--- config.mk ---
export PLATFORM = sky130hd
export DESIGN_NAME = lifo_fifo_buf
export DESIGN_NICKNAME = d
export VERILOG_FILES = /design/src/rtl/lifo_fifo_pkg.sv /design/src/rtl/buf_ram.sv /design/src/rtl/lifo_fifo_buf.sv
export SDC_FILE = /design/constraint.sdc
export NUM_CORES = 1
export LEC_CHECK = 0
export ABC_AREA = 1
export CAP_MARGIN = 20
export CORE_ASPECT_RATIO = 0.6
export CORE_MARGIN = 10
export CORE_UTILIZATION = 60
export DETAILED_ROUTE_END_ITERATION = 6
export GPL_TIMING_DRIVEN = 0
export PLACE_DENSITY = 0.9
export SKIP_LAST_GASP = 1
export SLEW_MARGIN = 30
export SYNTH_ARGS = -nofsm -noshare
export SYNTH_HDL_FRONTEND = slang
export SYNTH_SLANG_ARGS = --single-unit
--- constraint.sdc ---
create_clock -name clk -period 6.5 [get_ports clk]
set_input_delay 0.65 -clock clk [delete_from_list [all_inputs] [get_ports clk]]
set_output_delay 0.65 -clock clk [all_outputs]
set_load 0.05 [all_outputs]
--- src/rtl/lifo_fifo_pkg.sv ---
// Shared constants and helpers for the run-time selectable LIFO/FIFO buffer.
package lifo_fifo_pkg;

  localparam logic MODE_LIFO = 1'b0;
  localparam logic MODE_FIFO = 1'b1;

  // Threshold compare on an occupancy value; callers zero-extend their
  // ADDR_W+1 bit count, so the compare is exact for any depth.
  function automatic logic th_hit(input int unsigned cnt, input int unsigned th,
                                  input logic at_least);
    return at_least ? (cnt >= th) : (cnt <= th);
  endfunction

endpackage

--- src/rtl/buf_ram.sv ---
// DEPTH x WIDTH storage: one write port, one synchronous registered read port.
module buf_ram #(
  parameter int unsigned WIDTH  = 8,
  parameter int unsigned ADDR_W = 4
) (
  input  logic              clk,
  input  logic              rst,
  input  logic              we,
  input  logic [ADDR_W-1:0] waddr,
  input  logic [WIDTH-1:0]  wdata,
  input  logic              re,
  input  logic [ADDR_W-1:0] raddr,
  output logic [WIDTH-1:0]  rdata
);

  localparam int unsigned DEPTH = 2 ** ADDR_W;

  logic [WIDTH-1:0] mem_q [DEPTH];
  logic [WIDTH-1:0] rdata_d, rdata_q;

  // Array has no reset; a same-edge write to the read slot returns the old word.
  always_ff @(posedge clk) begin
    if (we) mem_q[waddr] <= wdata;
  end

  always_comb begin
    rdata_d = rdata_q;
    if (re) rdata_d = mem_q[raddr];
  end

  always_ff @(posedge clk) begin
    if (rst) rdata_q <= '0;
    else     rdata_q <= rdata_d;
  end

  assign rdata = rdata_q;

endmodule

--- src/rtl/lifo_fifo_buf.sv ---
// Buffer with run-time LIFO/FIFO ordering, occupancy flags and sticky errors.
module lifo_fifo_buf
  import lifo_fifo_pkg::*;
#(
  parameter int unsigned WIDTH  = 8,
  parameter int unsigned ADDR_W = 4,
  parameter int unsigned AF_TH  = 14,
  parameter int unsigned AE_TH  = 2
) (
  input  logic              clk,
  input  logic              rst,
  input  logic              mode_i,
  output logic              mode_o,
  input  logic              wr_en,
  input  logic [WIDTH-1:0]  wr_data,
  input  logic              rd_en,
  output logic [WIDTH-1:0]  rd_data,
  output logic              rd_valid,
  output logic [ADDR_W:0]   count,
  output logic              full,
  output logic              empty,
  output logic              almost_full,
  output logic              almost_empty,
  output logic              overflow,
  output logic              underflow,
  input  logic              clr_err
);

  localparam int unsigned CNT_W = ADDR_W + 1;
  localparam int unsigned DEPTH = 2 ** ADDR_W;

  logic [CNT_W-1:0]  cnt_d, cnt_q;
  logic [ADDR_W-1:0] wptr_d, wptr_q, rptr_d, rptr_q;
  logic              mode_d, mode_q;
  logic              ovf_d, ovf_q, udf_d, udf_q, vld_d, vld_q;
  logic              rd_acc, wr_acc;
  logic [ADDR_W-1:0] top, ram_waddr, ram_raddr;

  assign full   = (cnt_q == CNT_W'(DEPTH));
  assign empty  = (cnt_q == '0);
  assign rd_acc = rd_en & ~empty;
  // A full buffer still takes a write when a read frees a slot the same edge.
  assign wr_acc = wr_en & (~full | rd_acc);

  assign top       = ADDR_W'(cnt_q - CNT_W'(1));
  assign ram_raddr = (mode_q == MODE_FIFO) ? rptr_q : top;
  assign ram_waddr = (mode_q == MODE_FIFO) ? wptr_q :
                     (rd_acc ? top : ADDR_W'(cnt_q));

  always_comb begin
    cnt_d  = cnt_q;
    wptr_d = wptr_q;
    rptr_d = rptr_q;
    mode_d = mode_q;
    if (rd_acc) cnt_d = cnt_d - CNT_W'(1);
    if (wr_acc) cnt_d = cnt_d + CNT_W'(1);
    if (mode_q == MODE_FIFO) begin
      if (rd_acc) rptr_d = rptr_q + ADDR_W'(1);
      if (wr_acc) wptr_d = wptr_q + ADDR_W'(1);
    end
    // Ordering may only change while the buffer is and stays empty.
    if (empty && !wr_acc) begin
      mode_d = mode_i;
      wptr_d = '0;
      rptr_d = '0;
    end
    ovf_d = (ovf_q & ~clr_err) | (wr_en & ~wr_acc);
    udf_d = (udf_q & ~clr_err) | (rd_en & ~rd_acc);
    vld_d = rd_acc;
  end

  always_ff @(posedge clk) begin
    if (rst) begin
      cnt_q  <= '0;
      wptr_q <= '0;
      rptr_q <= '0;
      mode_q <= MODE_LIFO;
      ovf_q  <= 1'b0;
      udf_q  <= 1'b0;
      vld_q  <= 1'b0;
    end else begin
      cnt_q  <= cnt_d;
      wptr_q <= wptr_d;
      rptr_q <= rptr_d;
      mode_q <= mode_d;
      ovf_q  <= ovf_d;
      udf_q  <= udf_d;
      vld_q  <= vld_d;
    end
  end

  buf_ram #(.WIDTH(WIDTH), .ADDR_W(ADDR_W)) u_ram (
    .clk   (clk),
    .rst   (rst),
    .we    (wr_acc),
    .waddr (ram_waddr),
    .wdata (wr_data),
    .re    (rd_acc),
    .raddr (ram_raddr),
    .rdata (rd_data)
  );

  assign mode_o       = mode_q;
  assign count        = cnt_q;
  assign rd_valid     = vld_q;
  assign overflow     = ovf_q;
  assign underflow    = udf_q;
  assign almost_full  = th_hit(32'(cnt_q), AF_TH, 1'b1);
  assign almost_empty = th_hit(32'(cnt_q), AE_TH, 1'b0);

endmodule

==> parameters.txt <==
Parameter                              Value

Run status
  Result of the run    complete, no violations

Worst setup path
  FF-to-FF End    u_ram.mem_q[10][3]$_DFFE_PP_
  Logic depth of the worst register-to-register path    11
  Startpoint type of the worst setup path    flip-flop
  Register-to-register path setup slack    3.46 ns
  Crit path max fanout    9
  Cell family contributing the most delay on the critical path    simple AND/OR/NAND/NOR gates
  Slowest-stage cell, CP    nor2_1
  Crit. End Element    flip-flop
  Total buffers and inverters traversed by the critical path    3
  Required @ worst endpoint    6.55 ns
  Data arrival time of the worst path    3.09 ns
  Max incr delay on CP    approximately 0.65 ns
  WS Path Type    reg2reg
  Critical path, cell by cell    inv_1, ha_1, nand3_2, nand2_4, inv_2, nand2_1, nand2_1, o21ai_2, inv_1, nand3_1, nor2_1
  Critical R2R Launch    count[0]$_SDFF_PP0_

STA
  Final count of negative-setup-slack endpoints    0
  Skew final    0.00842 ns
  Sum of negative setup slack    0 ns
  Pin slew with the least headroom to its limit    approximately 0.86 ns
  Hold violation total from the final report    0
  Final setup margin    3.46 ns
  Total count of max-transition violations in the final report    0
  Worst relative slew slack    0.425
  Minimum clock period after layout    3.04 ns
  Max Clk Rate    329 MHz
  Share of the clock period used by the worst path    0.468
  RSZ-0062 raised after global routing    no

Floorplanning
  Core Region    approximately 11000 µm²
  Area enclosed by the die boundary    roughly 16000 µm²
  Vertical die dimension    103 µm
  Boundary Pins    35
  Horizontal die dimension    159 µm
  Effective utilization at floorplan    0.612
  Number of rows created at floorplan    30

Global route
  Vias in the first global route    ~5200
  GRT overflow    0
  Maximum number of pins on one net before global-route repair    17
  Met2 Use GR    0.341
  Global-route wire length before repair    28100 µm
  Met3 capacity usage during global routing    0.0867
  Fraction of met1 tracks used by global routing    0.319
  Grt peak-use layer    met2
  Number of antenna violations at the first check in global routing    0
  Overall fraction of global-route tracks in use    0.234

Place
  Port Buffers    34
  Post-place setup slack    3.41 ns
  Estimated wirelength of the detail-placed design    12600 µm
  GP Congestion    0.941

CTS
  Clock insertion delay at the later pin of the skew report    0.43 ns
  Count of H-tree levels built during CTS    4
  Worst-path clk slew    0.07 ns
  Post-CTS Setup Inserts    0
  Quantity of gates resized following cts    0
  Number of clock sinks seen by CTS    roughly 150
  Hold_buf cts    0
  Maximum number of buffers from clock root to sink    2
  Root Driver    clkbuf_16
  TritonCTS clock tree    done
  Number of clock buffers inserted by TritonCTS    17

Routing
  Number of vias per cell    5.59
  Count of TritonRoute iterations in the first routing pass    5
  DRC    0
  Drt first-iter violations    867
  Remaining antenna violation count after routing    0
  Routed wire length    18300 µm
  Detailed-route via count    between 5000 and 6000
  Post-detailed-route wirelength per cell    roughly 19 µm

Synth
  Total of flip-flops plus latches after synthesis    153
  Complex-gate fraction of the synthesized area    0.0289
  Area fraction in and, or, nand and nor cells after synthesis    0.231
  Post-synthesis share of cell area spent on xor and xnor gates    0.00127
  Sequential-to-total area share from yosys stat    0.628
  Nets in the synthesized netlist    762
  Mean post-synth cell area    9.30 µm²
  Post-synthesis share of cell area spent on full adders, half adders and majority gates    0.00724
  Multiplexer share of the synthesized area    0
  Unique masters post-synth    28
  Number of instances in the synthesized netlist    744
  Number of warnings printed during yosys synthesis    0
  Largest family of logic cells by synthesized area    simple AND/OR/NAND/NOR gates
  Post-Synthesis Cell Area    6920 µm²

Cells and area
  Count of nets after finishing    815
  Area growth from synthesis to final layout    15.8%
  Fraction of layout instances using a drive strength above 1    0.0790
  Core utilization of the finished layout    0.709
  Diodes inserted    0

Power and ir drop
  VDD IR max    roughly 0.27 mV
  Static Leakage    about 3.5 nW
  PD cells    slightly above 500 nW/µm²

Min path
  Endpoint of the worst hold path    wptr_q[3]$_SDFFE_PP0P_
  Startpoint of the worst hold path    wptr_q[3]$_SDFFE_PP0P_
  Worst min-delay path category    reg2reg
  Number of cells on the worst hold path    2

Job
  Max Cap Violations    0
[metal layers]
| metal | up-vias | part of all wire | routed length (µm) |
|---|---|---|---|
| li1 | 2484 | - | - |
| met1 | 2560 | 0.42 | 7610 |
| met2 | 341 | 0.43 | 7900 |
| met3 | 42 | 0.14 | 2490 |
| met4 | 0 | 0.017 | 309 |
| met5 | - | 0 | 0 |
[metrics by stage]
step                      cell area, µm²  std cells  hold WS [ns]  power [mW]
after global placement              7460        938         0.452        3.06
after CTS                           8010        970         0.469        4.06
final                               8010        970         0.465        4.13
after detailed placement            7460        938         0.458        3.12
after global routing                8010        970         0.490        4.31
after floorplan                     6920        744         0.440        2.53
[worst min-delay path: stages, from the launching register on]
cell     delay, ns
dfxtp_1       0.31
nand2_1       0.06
a21oi_1       0.05
[sequential cells by signal (all words and copies together), names as in the netlist]
register	count
u_ram.rdata	8
overflow	1
count	5
mode_o	1
rptr_q	4
rd_valid	1
wptr_q	4
u_ram.mem_q	128
underflow	1
[power by group]
part	leakage, nW	switching (mW)	internal, mW
clock	0.275	0.424	0.507
combinational	1.87	1.38	0.531
sequential	1.36	0.0641	1.23
[cells in the mapped netlist (all sizes together)]
master	number	area, µm²
a21oi	14	70.1
nor2	49	184
dfxtp	25	500
edfxtp	128	3840
ha	4	50.1
nand4	1	6.26
inv	152	571
clkbuf	5	18.8
nand2	203	774
nor3	1	5.00
nand3	120	611
or2	1	6.26
a21boi	1	7.51
buf	19	124
o21ai	17	115
nand3b	1	7.51
xor2	1	8.76
nor4	1	6.26
o211ai	1	7.51
[how the worst max path moves through the flow]
stage | startpoint | end | slack [ns] | cells past startpoint
after global routing | count[0]$_SDFF_PP0_ | u_ram.mem_q[11][7]$_DFFE_PP_ | 3.25 | 11
after global placement | rd_en | u_ram.mem_q[10][1]$_DFFE_PP_ | 3.48 | 9
final | count[0]$_SDFF_PP0_ | u_ram.mem_q[10][3]$_DFFE_PP_ | 3.46 | 11
after detailed placement | rd_en | u_ram.mem_q[10][3]$_DFFE_PP_ | 3.41 | 9
after floorplan | count[0]$_SDFF_PP0_ | u_ram.mem_q[4][0]$_DFFE_PP_ | 3.72 | 11
after CTS | count[0]$_SDFF_PP0_ | empty | 3.49 | 5
[cells by family (layout without fill, tap and decap cells)]
logic type                 after synthesis  in the layout
DFF                                    153            153
and+or+nand+nor                        377            377
adders and majority gates                4              4
xor gates and xnor gates                 1              1
buffers and inverters                  176            242
AOI/OAI and AO/OA                       33             33
[layout make-up]
| cell class | count | area (µm²) |
|---|---|---|
| fill | 769 | 3290 |
| buffer | 24 | 143 |
| clock inverter | 14 | 110 |
| multi-input combinational | 415 | 1860 |
| timing repair buffer | 34 | 340 |
| clock buffer | 18 | 439 |
| inverter | 152 | 571 |
| tap | 160 | 200 |
| sequential | 153 | 4340 |
[cell usage in the layout (no fill, tap or decap), drive strengths merged]
cell type / count
nand2: 203
inv: 161
edfxtp: 128
nand3: 120
nor2: 49
clkdlybuf4s50: 34
dfxtp: 25
clkbuf: 23
buf: 19
o21ai: 17
a21oi: 14
ha: 4
clkinv: 4
nand3b: 1
a21boi: 1
o211ai: 1
or2: 1
nand4: 1
xor2: 1
nor4: 1
nor3: 1
clkinvlp: 1
Note: power is estimated with default switching activity, not from simulation.
